$ cat config.mk
export PLATFORM = sky130hd
export DESIGN_NAME = sync_debounce_bank
export DESIGN_NICKNAME = d
export VERILOG_FILES = /design/src/rtl/sync_debounce_bank_pkg.sv /design/src/rtl/sync_debounce_ch.sv /design/src/rtl/sync_debounce_bank.sv
export SDC_FILE = /design/constraint.sdc
export NUM_CORES = 1
export LEC_CHECK = 0
export BUFFER_PORTS_ARGS = -buffer_cell sky130_fd_sc_hd__buf_2
export CAP_MARGIN = 20
export CORE_MARGIN = 1.5
export CORE_UTILIZATION = 45
export DETAILED_ROUTE_END_ITERATION = 12
export PLACE_DENSITY = 0.78
export SYNTH_ARGS = -nofsm -noshare
export SYNTH_HDL_FRONTEND = slang
export SYNTH_HIERARCHICAL = 1
export SYNTH_SLANG_ARGS = --single-unit
$ cat constraint.sdc
create_clock -name clk -period 1.3 [get_ports clk]
set_input_delay 0.325 -clock clk [delete_from_list [all_inputs] [get_ports clk]]
set_output_delay 0.325 -clock clk [all_outputs]
set_load 0.005 [all_outputs]
$ cat src/rtl/sync_debounce_bank_pkg.sv
// Shared helpers for the debounced synchroniser bank: counter sizing and
// parameter legality checks used at elaboration time.
package sync_pkg;

   function automatic int clog2(input int value);
      int result;
      result = 0;
      while ((1 << result) < value) begin
         result = result + 1;
      end
      return result;
   endfunction

   // A stable-count of DEBOUNCE-1 is the largest value ever held, so
   // DEBOUNCE+1 codes is a safe upper bound; never narrower than one bit.
   function automatic int cntWidth(input int debounce);
      int w;
      w = clog2(debounce + 1);
      return (w < 1) ? 1 : w;
   endfunction

   function automatic bit paramsLegal(input int width, input int stages, input int debounce);
      return (width >= 1) && (stages >= 2) && (debounce >= 0);
   endfunction

endpackage

$ cat src/rtl/sync_debounce_ch.sv
// One synchroniser channel: flop chain, optional stability filter and
// registered rise/fall pulses aligned with the first cycle of a new level.
module sync_debounce_ch
   import sync_pkg::*;
#(
   parameter int   STAGES   = 2,
   parameter int   DEBOUNCE = 0,
   parameter logic RST_BIT  = 1'b0
) (
   input  logic clk,
   input  logic reset,
   input  logic sig_i,
   output logic sync_o,
   output logic level_o,
   output logic rise_o,
   output logic fall_o
);

   (* ASYNC_REG = "TRUE", false_path = "true" *) logic [STAGES-1:0] stage_q;
   logic rise_q;
   logic fall_q;
   logic rise_d;
   logic fall_d;

   always_ff @(posedge clk or posedge reset) begin
      if (reset) begin
         stage_q <= {STAGES{RST_BIT}};
      end else begin
         stage_q <= {stage_q[STAGES-2:0], sig_i};
      end
   end

   assign sync_o = stage_q[STAGES-1];

   generate
      if (DEBOUNCE == 0) begin : g_bypass
         // The next sync value is already sitting in the penultimate stage,
         // so the pulse register lands in the same cycle as the new level.
         assign level_o = sync_o;

         always_comb begin
            rise_d = stage_q[STAGES-2] & ~stage_q[STAGES-1];
            fall_d = ~stage_q[STAGES-2] & stage_q[STAGES-1];
         end
      end else begin : g_filter
         localparam int CNT_W = cntWidth(DEBOUNCE);
         localparam logic [CNT_W-1:0] CNT_LAST = CNT_W'(DEBOUNCE - 1);

         logic [CNT_W-1:0] cnt_q;
         logic [CNT_W-1:0] cnt_d;
         logic             level_q;
         logic             level_d;

         always_comb begin
            cnt_d   = cnt_q;
            level_d = level_q;
            rise_d  = 1'b0;
            fall_d  = 1'b0;
            if (sync_o == level_q) begin
               cnt_d = '0;
            end else if (cnt_q == CNT_LAST) begin
               level_d = sync_o;
               cnt_d   = '0;
               rise_d  = sync_o;
               fall_d  = ~sync_o;
            end else begin
               cnt_d = cnt_q + 1'b1;
            end
         end

         always_ff @(posedge clk or posedge reset) begin
            if (reset) begin
               cnt_q   <= '0;
               level_q <= RST_BIT;
            end else begin
               cnt_q   <= cnt_d;
               level_q <= level_d;
            end
         end

         assign level_o = level_q;
      end
   endgenerate

   always_ff @(posedge clk or posedge reset) begin
      if (reset) begin
         rise_q <= 1'b0;
         fall_q <= 1'b0;
      end else begin
         rise_q <= rise_d;
         fall_q <= fall_d;
      end
   end

   assign rise_o = rise_q;
   assign fall_o = fall_q;

endmodule

$ cat src/rtl/sync_debounce_bank.sv
// Bank of WIDTH independent synchroniser/debounce channels. Channels are not
// coherent with each other, so multi-bit buses must not pass through here.
module sync_debounce_bank
   import sync_pkg::*;
#(
   parameter int               WIDTH     = 8,
   parameter int               STAGES    = 2,
   parameter logic [WIDTH-1:0] RESET_VAL = {WIDTH{1'b0}},
   parameter int               DEBOUNCE  = 0
) (
   input  logic             clk,
   input  logic             reset,
   input  logic [WIDTH-1:0] sig_in,
   output logic [WIDTH-1:0] sync_out,
   output logic [WIDTH-1:0] level_out,
   output logic [WIDTH-1:0] rise_out,
   output logic [WIDTH-1:0] fall_out,
   output logic             change_any
);

   generate
      if (!paramsLegal(WIDTH, STAGES, DEBOUNCE)) begin : g_illegal
         $error("sync_debounce_bank: need WIDTH>=1, STAGES>=2, DEBOUNCE>=0");
      end

      for (genvar ch = 0; ch < WIDTH; ch++) begin : g_ch
         sync_debounce_ch #(
            .STAGES   (STAGES),
            .DEBOUNCE (DEBOUNCE),
            .RST_BIT  (RESET_VAL[ch])
         ) u_ch (
            .clk     (clk),
            .reset   (reset),
            .sig_i   (sig_in[ch]),
            .sync_o  (sync_out[ch]),
            .level_o (level_out[ch]),
            .rise_o  (rise_out[ch]),
            .fall_o  (fall_out[ch])
         );
      end
   endgenerate

   assign change_any = |(rise_out | fall_out);

endmodule

; ---- Word-level counts from Yosys, hierarchy flattened
; Index checks and enable logic that the tools add are counted.
; W data, S select, Z words.
[classes]
add_sub_neg = 0
n_mul = 0
div_mod_pow = 0
order_cmp = 0
eq_ne = 0
shifts = 0
mux = 0
bitwise = 33
n_reduce_logical = 1
[op_table]
columns = operator, count
row1 = $and A1 B1 Y1, 16
row2 = $not A1 Y1, 16
row3 = $or A8 B8 Y8, 1
row4 = $reduce_or A8 Y1, 1
[totals]
register_bits = 32
latchBits = 0
ramBits = 0
mem_bits_ro = 0
inputBits = 10
out_inout_bits = 33
word_cells = 58
mem_count = 0

; ---- Longest topological paths before layout
[logic_depth]
word_depth = 2
mapped_depth = 2
mapped_depth_nobuf = 2

; ---- Hierarchy
; Netlist, hierarchy kept.
[modules_own_cells]
columns = module, n_inst, cells_each, area_per_inst_um2, seq_area_each_um2
row1 = sync_debounce_ch, 8, 8, 126.4, 100.1
row2 = sync_debounce_bank, 1, 5, 31.3, 0.0

; ---- Worst setup path before layout
; Ideal clock, no wire load.
[synth_path]
path_type = register to output
startpoint = register g_ch[6].u_ch.rise_q
endpoint = output port change_any
arrival_time_ns = 0.756
required_time_ns = 0.975
slack_ns = 0.219
path_stages_with_launch = 3
n_path_buf = 0
path_cell_list = dfrtp_1 -> nor4_1 -> nand4_1
[synth_between]
elab_chain_len = 2
[synth_lines]
columns = element, line_no
row1 = start: declaration, sync_debounce_ch.sv:20  ; logic rise_q;
row2 = start signal: assignment, sync_debounce_ch.sv:90  ; rise_q <= rise_d;
row3 = $or A8 B8 Y8, sync_debounce_bank.sv:43  ; assign change_any = |(rise_out | fall_out);
row4 = $reduce_or A8 Y1, sync_debounce_bank.sv:43
row5 = end: declaration, sync_debounce_bank.sv:18  ; output logic change_any
; No other way between the ends.

; ---- Worst setup path after layout
[layout_path]
startpoint = register g_ch[2].u_ch.rise_q
endpoint = output port change_any
[layout_between]
elab_chain_len = 2
[layout_lines]
columns = element, line_no
row1 = start: declaration, sync_debounce_ch.sv:20
row2 = start signal: assignment, sync_debounce_ch.sv:90
row3 = $or A8 B8 Y8, sync_debounce_bank.sv:43
row4 = $reduce_or A8 Y1, sync_debounce_bank.sv:43
; No other way between the ends.

==> impl_metrics.json <==
{
  "status": "complete, but fails checks",
  "violations": "setup timing",
  "use_met2": 0.2208,
  "setup_violations": 1,
  "die_h_um": 51.13,
  "final_cells": 140,
  "syn_to_final_growth_pct": 26.17,
  "core_area_um2": 2191,
  "routed_wl_mm": 1.630,
  "worst_ir_drop_vdd_v": 0.0007570,
  "slew_headroom": 0.8495,
  "leakage_nw": 0.7139,
  "cp.buffers_inverters": 1,
  "portBuffers": 42,
  "postCtsSetupRepairBufs": 0,
  "dp_hpwl_mm": 1.255,
  "grt_max_degree": 10,
  "min_period_ns": 1.580,
  "globalRouteOverflowTotal": 0,
  "busiest_layer": "met2",
  "worst_path_max_delay_cell": "dfrtp_1",
  "drv_cap": 0,
  "path_clk_slew_ns": 0.09,
  "final.setup.worst_slack_ns": -0.2799,
  "synth-main-ff-cell": "dfrtp_1",
  "cpPeakStageDelay_ns": 0.40,
  "finalCoreUtilization": 0.6002,
  "ys_ff_latch": 32,
  "cts_tree": "built",
  "core.rowCount": 17,
  "ys_seq_area_frac": 0.7683,
  "firstDrtPassIters": 2,
  "pwr_density_cell_nw_per_um2": 1335,
  "cts_htree_levels": 2,
  "insertion_delay_ns": 0.31,
  "cts.sinks": 32,
  "track_usage": 0.1383,
  "critPathLaunchType": "register",
  "ff_latch_area_um2": 800.8,
  "vias": 624,
  "syn_area_um2": 1042,
  "synth_enable_flop_cells": 0,
  "yosysMostFrequentCell": "dfrtp_1",
  "detail_route.wl_per_cell_um": 11.64,
  "synthCells": 69,
  "viasPerCell": 4.457,
  "endpoint_kind": "output port",
  "critical_path_arrival_ns": 1.25,
  "yosys.area.top_type": "dfrtp_1",
  "worstMarginPinSlew_ns": 0.2236,
  "hold_viol": 0,
  "ys_types": 7,
  "rsz0062_at_grt": "true",
  "design_area_um2": 1315,
  "timing_worst_setup_path_type": "register to output port",
  "die_x_um": 51.13,
  "drt_iter0_markers": 3,
  "synthArstFlopShare": 1.000,
  "hold_ws_ns": 0.1134,
  "root_buffer": "clkbuf_4",
  "num_antenna_cells": 0,
  "grt_pass1_wl_mm": 2.435,
  "cp_max_fo": 2,
  "yosys_warnings": 6,
  "fin_nets": 121,
  "yosysTopAreaCellShare": 0.7683,
  "placed_cell_area_um2": 1227,
  "grtUsageMet1": 0.1477,
  "antenna_found_initial": 0,
  "multi_input_area_um2": 170.2,
  "path_cells": "nor4_2 -> nand4_1 -> buf_2",
  "required_ns": 0.98,
  "drc": 0,
  "cts_made_buffers": 5,
  "syn-num-nets": 79,
  "yosys-top-cells-area": "dfrtp_1 (77%), and2b_2 (6.7%), buf_4 (5.8%)",
  "ios": 43,
  "initial_core_util": 0.4757,
  "dieArea_um2": 2614,
  "clock.fmax_ghz": 0.6330,
  "critPathTopFamily": "simple AND/OR/NAND/NOR gates",
  "synth_commonest_cells": "dfrtp_1 (32), and2b_2 (8), buf_4 (8), inv_1 (8), nor2b_1 (8)",
  "synth_area_per_cell_um2": 15.11,
  "slew_violations": 0,
  "nFillCells": 168,
  "hp-class": "primary input to register",
  "skew_ns": 0.004289,
  "place_ws_ns": 0.005657,
  "dp.cells": 131,
  "postRouteAntennaNets": 0,
  "place.gp.congestion": 0.6538,
  "clock_path_buffers": 2,
  "drive_gt1_frac": 0.5268,
  "grt_pass1_vias": 607,
  "finalCritPeriodShare": 1.215,
  "use_met3": 0.04971
}
layout make-up:
class,instances,area share
repair buffers,43,0.1675
clock buffers,8,0.04472
flip-flops and latches,32,0.6089
inverters,8,0.02284
multi-input cells,21,0.1294
well taps,28,0.02664
layer usage:
metal / wire length, um / vias up
li1: - / 293
met1: 663 / 297
met2: 796 / 30
met3: 132 / 4
met4: 38 / 0
met5: 0 / -
path summary, 6_finish.rpt:
check / to / slack (ns) / cells after the start / start
max in group asynchronous: g_ch[1].u_ch/fall_o / 0.62 / 3 / reset
max reg2reg: g_ch[1].u_ch/fall_o / 0.57 / 1 / g_ch[1].u_ch/stage_q[1]
min in group asynchronous: g_ch[7].u_ch/stage_q[1] / 0.52 / 3 / reset
max: change_any / -0.28 / 3 / g_ch[2].u_ch/rise_o
min reg2reg: g_ch[4].u_ch/stage_q[1] / 0.39 / 0 / g_ch[4].u_ch/stage_q[0]
min: g_ch[2].u_ch/stage_q[0] / 0.11 / 1 / sig_in[2]
stage by stage:
stage / power [mW] / setup TNS, ns
final: 1.755 / -0.2799
after global routing: 1.834 / -0.3570
after CTS: 1.782 / -0.3066
after detailed placement: 1.224 / 0
after global placement: 1.218 / 0
after floorplan: 1.161 / 0
registers in the layout, summed over array words and instances (netlist names):
register	cells
g_ch.u_ch/stage_q	16
g_ch.u_ch/fall_o	8
g_ch.u_ch/rise_o	8
where the power goes:
group	switching, mW	internal, mW
Clock	0.280	0.267
Combinational	0.0575	0.0700
Sequential	0.0354	1.05
Total	0.373	1.38
repair_timing:
action	CTS	global route
endpoints found under the setup margin	1	1
hold buffers	1	0
endpoints found under the hold margin	32	0
resized for setup	2	1
cell families (layout without fill, tap and decap cells):
| kind of cell | Yosys count | after routing | synth area share |
|---|---|---|---|
| flip-flops | 32 | 32 | 0.7683 |
| buffers and inverters | 16 | 59 | 0.08644 |
| AND/OR/NAND/NOR | 21 | 21 | 0.1453 |
cells in the final DEF, fill, tap and decap left out, drive strengths merged:
master / instances
buf: 42
clkbuf: 8
and2b: 8
dfrtp: 32
nor4: 4
inv: 8
dlygate4sd3: 1
nor2b: 8
nand4: 1
No activity file was read; power rests on OpenSTA's default activity.
